[src/rtl/alu_issue_ctrl.sv]
`default_nettype none
// ============================================================================
// Module   : alu_issue_ctrl
// Brief    : R-type issue front end for a registered ALU. Decodes the
//            instruction, reads operands from a 32x32 register file, drives
//            the ALU and writes its result back to rd.
// Revision : 1.0 - initial release
// ============================================================================
module alu_issue_ctrl #(
  parameter int          NREGS  = 32,
  parameter logic [31:0] RSTVAL = 32'd0
) (
  input  logic        clk,
  input  logic        rst,
  input  logic        instr_valid,
  output logic        instr_ready,
  input  logic [31:0] instr,
  output logic [5:0]  alu_func,
  output logic [4:0]  alu_shiftamt,
  output logic [31:0] alu_a,
  output logic [31:0] alu_b,
  input  logic [31:0] alu_result,
  output logic        wb_valid,
  output logic [4:0]  wb_addr,
  output logic [31:0] wb_data,
  output logic        err_illegal,
  output logic        err_divzero,
  input  logic [4:0]  dbg_raddr,
  output logic [31:0] dbg_rdata
);

  localparam logic [1:0] S_IDLE  = 2'd0;
  localparam logic [1:0] S_ISSUE = 2'd1;
  localparam logic [1:0] S_WB    = 2'd2;

  localparam logic [5:0] FN_SLL  = 6'h00;
  localparam logic [5:0] FN_SRL  = 6'h02;
  localparam logic [5:0] FN_MULT = 6'h18;
  localparam logic [5:0] FN_DIV  = 6'h1A;
  localparam logic [5:0] FN_ADD  = 6'h20;
  localparam logic [5:0] FN_SUB  = 6'h22;

  logic [1:0]  state;
  logic [1:0]  state_next;
  logic [31:0] regs [0:NREGS-1];
  logic [4:0]  rd_q;

  logic [5:0]  op;
  logic [4:0]  rs;
  logic [4:0]  rt;
  logic [4:0]  rd;
  logic [4:0]  shamt;
  logic [5:0]  funct;
  logic [31:0] rs_val;
  logic [31:0] rt_val;
  logic        funct_ok;
  logic [5:0]  func_code;
  logic        accept;
  logic        illegal;
  logic        divzero;
  logic        issue;

  assign op    = instr[31:26];
  assign rs    = instr[25:21];
  assign rt    = instr[20:16];
  assign rd    = instr[15:11];
  assign shamt = instr[10:6];
  assign funct = instr[5:0];

  // Register 0 is hardwired to zero on every read port.
  assign rs_val    = (rs == 5'd0) ? 32'd0 : regs[rs];
  assign rt_val    = (rt == 5'd0) ? 32'd0 : regs[rt];
  assign dbg_rdata = (dbg_raddr == 5'd0) ? 32'd0 : regs[dbg_raddr];

  // Translate funct into the ALU operation code.
  always_comb begin
    funct_ok  = 1'b1;
    func_code = 6'd0;
    case (funct)
      FN_ADD:  func_code = 6'd0;
      FN_SUB:  func_code = 6'd1;
      FN_DIV:  func_code = 6'd2;
      FN_MULT: func_code = 6'd3;
      FN_SRL:  func_code = 6'd4;
      FN_SLL:  func_code = 6'd5;
      default: funct_ok  = 1'b0;
    endcase
  end

  // Rejections take priority over issue; divide-by-zero only applies to legal div.
  assign accept  = instr_valid & instr_ready;
  assign illegal = accept & ((op != 6'd0) | ~funct_ok);
  assign divzero = accept & ~illegal & (funct == FN_DIV) & (rt_val == 32'd0);
  assign issue   = accept & ~illegal & ~divzero;

  // State register.
  always_ff @(posedge clk) begin
    if (rst) state <= S_IDLE;
    else     state <= state_next;
  end

  // Next-state logic: accept -> ISSUE -> WB -> IDLE.
  always_comb begin
    state_next = state;
    case (state)
      S_IDLE:  if (issue) state_next = S_ISSUE;
      S_ISSUE: state_next = S_WB;
      S_WB:    state_next = S_IDLE;
      default: state_next = S_IDLE;
    endcase
  end

  // FSM outputs: ready only in IDLE and never while reset is asserted.
  always_comb begin
    instr_ready = (state == S_IDLE) && !rst;
  end

  // ALU operand registers, latched destination and single-cycle status pulses.
  always_ff @(posedge clk) begin
    if (rst) begin
      alu_func     <= 6'd0;
      alu_shiftamt <= 5'd0;
      alu_a        <= 32'd0;
      alu_b        <= 32'd0;
      rd_q         <= 5'd0;
      wb_valid     <= 1'b0;
      wb_addr      <= 5'd0;
      wb_data      <= 32'd0;
      err_illegal  <= 1'b0;
      err_divzero  <= 1'b0;
    end else begin
      wb_valid    <= 1'b0;
      err_illegal <= illegal;
      err_divzero <= divzero;
      if (issue) begin
        alu_func     <= func_code;
        alu_shiftamt <= shamt;
        alu_a        <= rs_val;
        alu_b        <= rt_val;
        rd_q         <= rd;
      end
      if (state == S_WB) begin
        wb_valid <= 1'b1;
        wb_addr  <= rd_q;
        wb_data  <= alu_result;
      end
    end
  end

  // Register file: writeback at the end of WB; writes to register 0 are dropped.
  always_ff @(posedge clk) begin
    if (rst) begin
      for (int i = 0; i < NREGS; i++) regs[i] <= RSTVAL;
    end else if ((state == S_WB) && (rd_q != 5'd0)) begin
      regs[rd_q] <= alu_result;
    end
  end

endmodule
`default_nettype wire

[config.mk]
export PLATFORM = sky130hd
export DESIGN_NAME = alu_issue_ctrl
export DESIGN_NICKNAME = d
export VERILOG_FILES = /design/src/rtl/alu_issue_ctrl.sv
export SDC_FILE = /design/constraint.sdc
export NUM_CORES = 2
export LEC_CHECK = 0
export CORE_ASPECT_RATIO = 0.6
export CORE_MARGIN = 5
export CORE_UTILIZATION = 28
export CTS_BUF_LIST = sky130_fd_sc_hd__clkbuf_8
export CTS_CLUSTER_SIZE = 10
export DETAILED_ROUTE_END_ITERATION = 10
export PLACE_DENSITY_LB_ADDON = 0.1
export REMOVE_ABC_BUFFERS = 1
export SLEW_MARGIN = 30
export SYNTH_ARGS = -nofsm -noshare
export SYNTH_HDL_FRONTEND = slang
export SYNTH_SLANG_ARGS = --single-unit
[constraint.sdc]
create_clock -name clk -period 4.7 [get_ports clk]
set_input_delay 0.47 -clock clk [delete_from_list [all_inputs] [get_ports clk]]
set_output_delay 0.47 -clock clk [all_outputs]
set_load 0.05 [all_outputs]
==> metrics.md <==
| Metric | Value |
|---|---|
| Initial antenna violation count | `55` |
| Combinational fraction of design power | `15.9%` |
| Global route overflow | `0` |
| Post-placement cell count | `7734` |
| WL/cell | `41.6 um` |
| Slew HR | `28.7%` |
| Area Growth Syn to Fin | `19.2%` |
| Crit end category | `output pin` |
| Endpoints failing hold | `0` |
| Clock Skew | `105 ps` |
| LEAKAGE | `28.0 nW` |
| Via/cell ratio | `5.90` |
| Multi-input logic area | `33000 um2` |
| Pwr/cell area | `316 nW/um2` |
| First-pass GRT wire length | `447 mm` |
| Total track usage | `26.2%` |
| Synth Register Bits | `1143` |
| CTS tree | `done` |
| Worst-path maximum fanout | `3` |
| 1st-pass router iterations | `6` |
| Slowest-stage cell, CP | `clkdlybuf4s50_1` |
| Sequential Area | `33100 um2` |
| Filler instances | `23100` |
| Top FF cell, synth | `edfxtp_1` |
| Synthesized instance count | `4460` |
| Crit path top cell by count | `mux4_2` |
| Switch Pwr | `7.57 mW` |
| Post-synth top area share | `45.5%` |
| CTS max path bufs | `4` |
| Number of port buffers | `216` |
| Clock Sinks | `1143` |
| Initial DRC Count | `7085` |
| Residual DRC | `0` |
| Core ar. | `240000 um2` |
| GP Congestion | `0.870` |
| Post-synth EDFFs | `1024` |
| Pint | `17.8 mW` |
| Initial core utilization | `28.2%` |
| Cell area after synthesis | `67600 um2` |
| Final Power | `25.4 mW` |
| Seq/Total Area, Yosys | `49.0%` |
| Max Cap Violations | `0` |
| DIE AREA | `252000 um2` |
| Highest Clock Rate | `226 MHz` |
| Final nets | `4850` |
| Root Driver | `clkbuf_8` |
| Synth area leaders | `edfxtp_1 45%, mux4_2 30%, and2_1 9.3%` |
| Leading area contributor after synthesis | `edfxtp_1` |
| Largest net degree at the start of global routing | `53` |
| Worst path cell trace | `mux4_2 > mux4_2 > mux2i_1 > nor2_1 > clkdlybuf4s50_1` |
| CP peak stage delay | `740 ps` |
| Switching Fraction | `29.8%` |
| Crit Path Class | `flip-flop to output pin` |
| Final worst-path cycle share | `94.0%` |
| Post-place setup slack | `-215 ps` |
| Worst setup margin | `283 ps` |
| Syn. warnings | `0` |
| Vias | `48000` |
| Min-delay worst type | `input pin to flip-flop` |
| Vias in the first global route | `45700` |
| Max rail drop VDD | `207 uV` |
| Syn Area/Cell | `15.2 um2` |
| CTS H-tree depth | `4` |
| Final WL | `338 mm` |
| Number of distinct library cells after synthesis | `67` |
| Max-slew violations | `0` |
| RSZ-0062 raised after global routing | `false` |
| Num CTS Buffers | `204` |
| Final antenna-violating net count | `0` |
| HPWL after DPL | `221 mm` |
| Tmin final | `4420 ps` |
| Clock latency on the worst-skew pair | `1000 ps` |
| Setup violators final | `0` |
| Share of cells above drive strength 1 | `34.3%` |
| Final Core Density | `33.6%` |
| Worst-path clk slew | `70 ps` |
| Status | `complete, no violations` |
| WP data required | `4230 ps` |
| Reg power frac | `45.9%` |
| Most common cell after layout, fill and taps aside | `edfxtp_1` |
| Non-Filler Instances | `8134` |
| I/O pin total | `220` |
| Most frequent cells in the layout | `1024 x edfxtp_1, 1000 x and2_1, 898 x mux4_2` |
| FFs w/ async S/R, synth | `0%` |
| Critical Path AT | `3950 ps` |
| Clk pwr share | `38.3%` |
| Startpoint Class | `flip-flop` |
| Die Ht | `391 um` |
| R2r setup slk | `720 ps` |
| Chip Width | `644 um` |
| Worst Tran Pin Value | `1070 ps` |
| Std-Cell Rows | `139` |
synth_stat cells, types with 5 or more instances:
cell type / number
edfxtp_1: 1024
and2_1: 1000
mux4_2: 898
clkbuf_1: 368
nand2_1: 155
nor2_1: 123
mux2i_1: 122
dfxtp_1: 119
buf_1: 73
a21oi_1: 59
nand3_1: 58
o21ai_0: 41
inv_1: 34
a22oi_1: 33
buf_2: 33
o21bai_1: 32
o41ai_2: 22
buf_4: 19
a221oi_1: 17
nor3_1: 17
o22ai_1: 17
a211oi_1: 16
buf_6: 16
and3_1: 15
nor4b_1: 12
o311ai_0: 12
a311o_1: 11
o41ai_1: 10
nor2b_1: 9
mux2_2: 8
nand3b_1: 8
a211o_1: 7
or3_1: 6
or4_1: 5
critical path: cells and delay by family (launching register included):
kind                   cells  cell delay [ps]
AND/OR/NAND/NOR            1              120
multiplexers               3             1550
flip-flops                 1              550
buffers and inverters      1              740
metal layers:
| metal | global-route usage (%) | wire length (um) | vias up |
|---|---|---|---|
| met5 | 0 | 27 | - |
| met4 | 7.23 | 10300 | 4 |
| met3 | 7.28 | 36400 | 492 |
| met2 | 36.6 | 140000 | 3184 |
| met1 | 39.4 | 152000 | 26000 |
| li1 | - | - | 18300 |
power by group through the flow:
stage               Clock [mW]  Sequential, mW  Combinational (mW)
floorplan                    0            11.8                1.77
global placement             0            11.9                3.98
detailed placement           0            11.9                3.99
CTS                       9.97            11.6                4.01
global route              10.4            11.7                4.13
finish                    9.72            11.7                4.03
logic make-up after synthesis:
| family | count (synthesis) | share of synthesized area [%] |
|---|---|---|
| compound gates | 303 | 3.43 |
| xor+xnor | 1 | 0.0130 |
| buf+inv | 546 | 3.38 |
| flops | 1143 | 49.0 |
| mux | 1028 | 31.9 |
| other cells | 1 | 0.00555 |
| simple gates | 1438 | 12.3 |
layout make-up:
class                      count  area share (%)
multi-input combinational   2805            41.0
sequential                  1143            41.1
clock inverter               150            1.11
timing repair buffer         587            7.88
antenna                       22          0.0683
tap                         3172            4.93
inverter                      37           0.180
clock buffer                 218            3.72
repair_timing:
| action | 4_1_cts | 5_1_grt |
|---|---|---|
| resized for setup | 0 | 0 |
| hold endpoints to repair | 11 | 0 |
| hold buffers | 9 | 0 |
| endpoints found under the setup margin | 0 | 0 |
| setup buffers | 0 | 0 |
through the flow:
stage               TNS [ps]  hold slack (ps)  area (um2)
global placement      -37830              442       76000
detailed placement     -4690              447       76500
CTS                        0              107       80500
finish                     0              175       80600
floorplan            -129720              447       65600
global route               0              166       80500
sequential cells by signal (all words and copies together) (netlist names):
name / count
regs: 1024
state: 2
alu_func: 3
alu_shiftamt: 5
rd_q: 5
alu_a: 32
wb_addr: 5
alu_b: 32
wb_data: 32
err_illegal: 1
wb_valid: 1
err_divzero: 1
path summary, 6_finish.rpt:
path | from | endpoint | cells after the start
worst max register to register | regs[15][2] | alu_a[17] | 11
worst min-delay path | alu_result[31] | wb_data[31] | 3
worst max-delay path | regs[7][19] | dbg_rdata[19] | 5
worst min register to register | wb_data[2] | wb_data[2] | 2
Note: power is estimated with default switching activity, not from simulation.
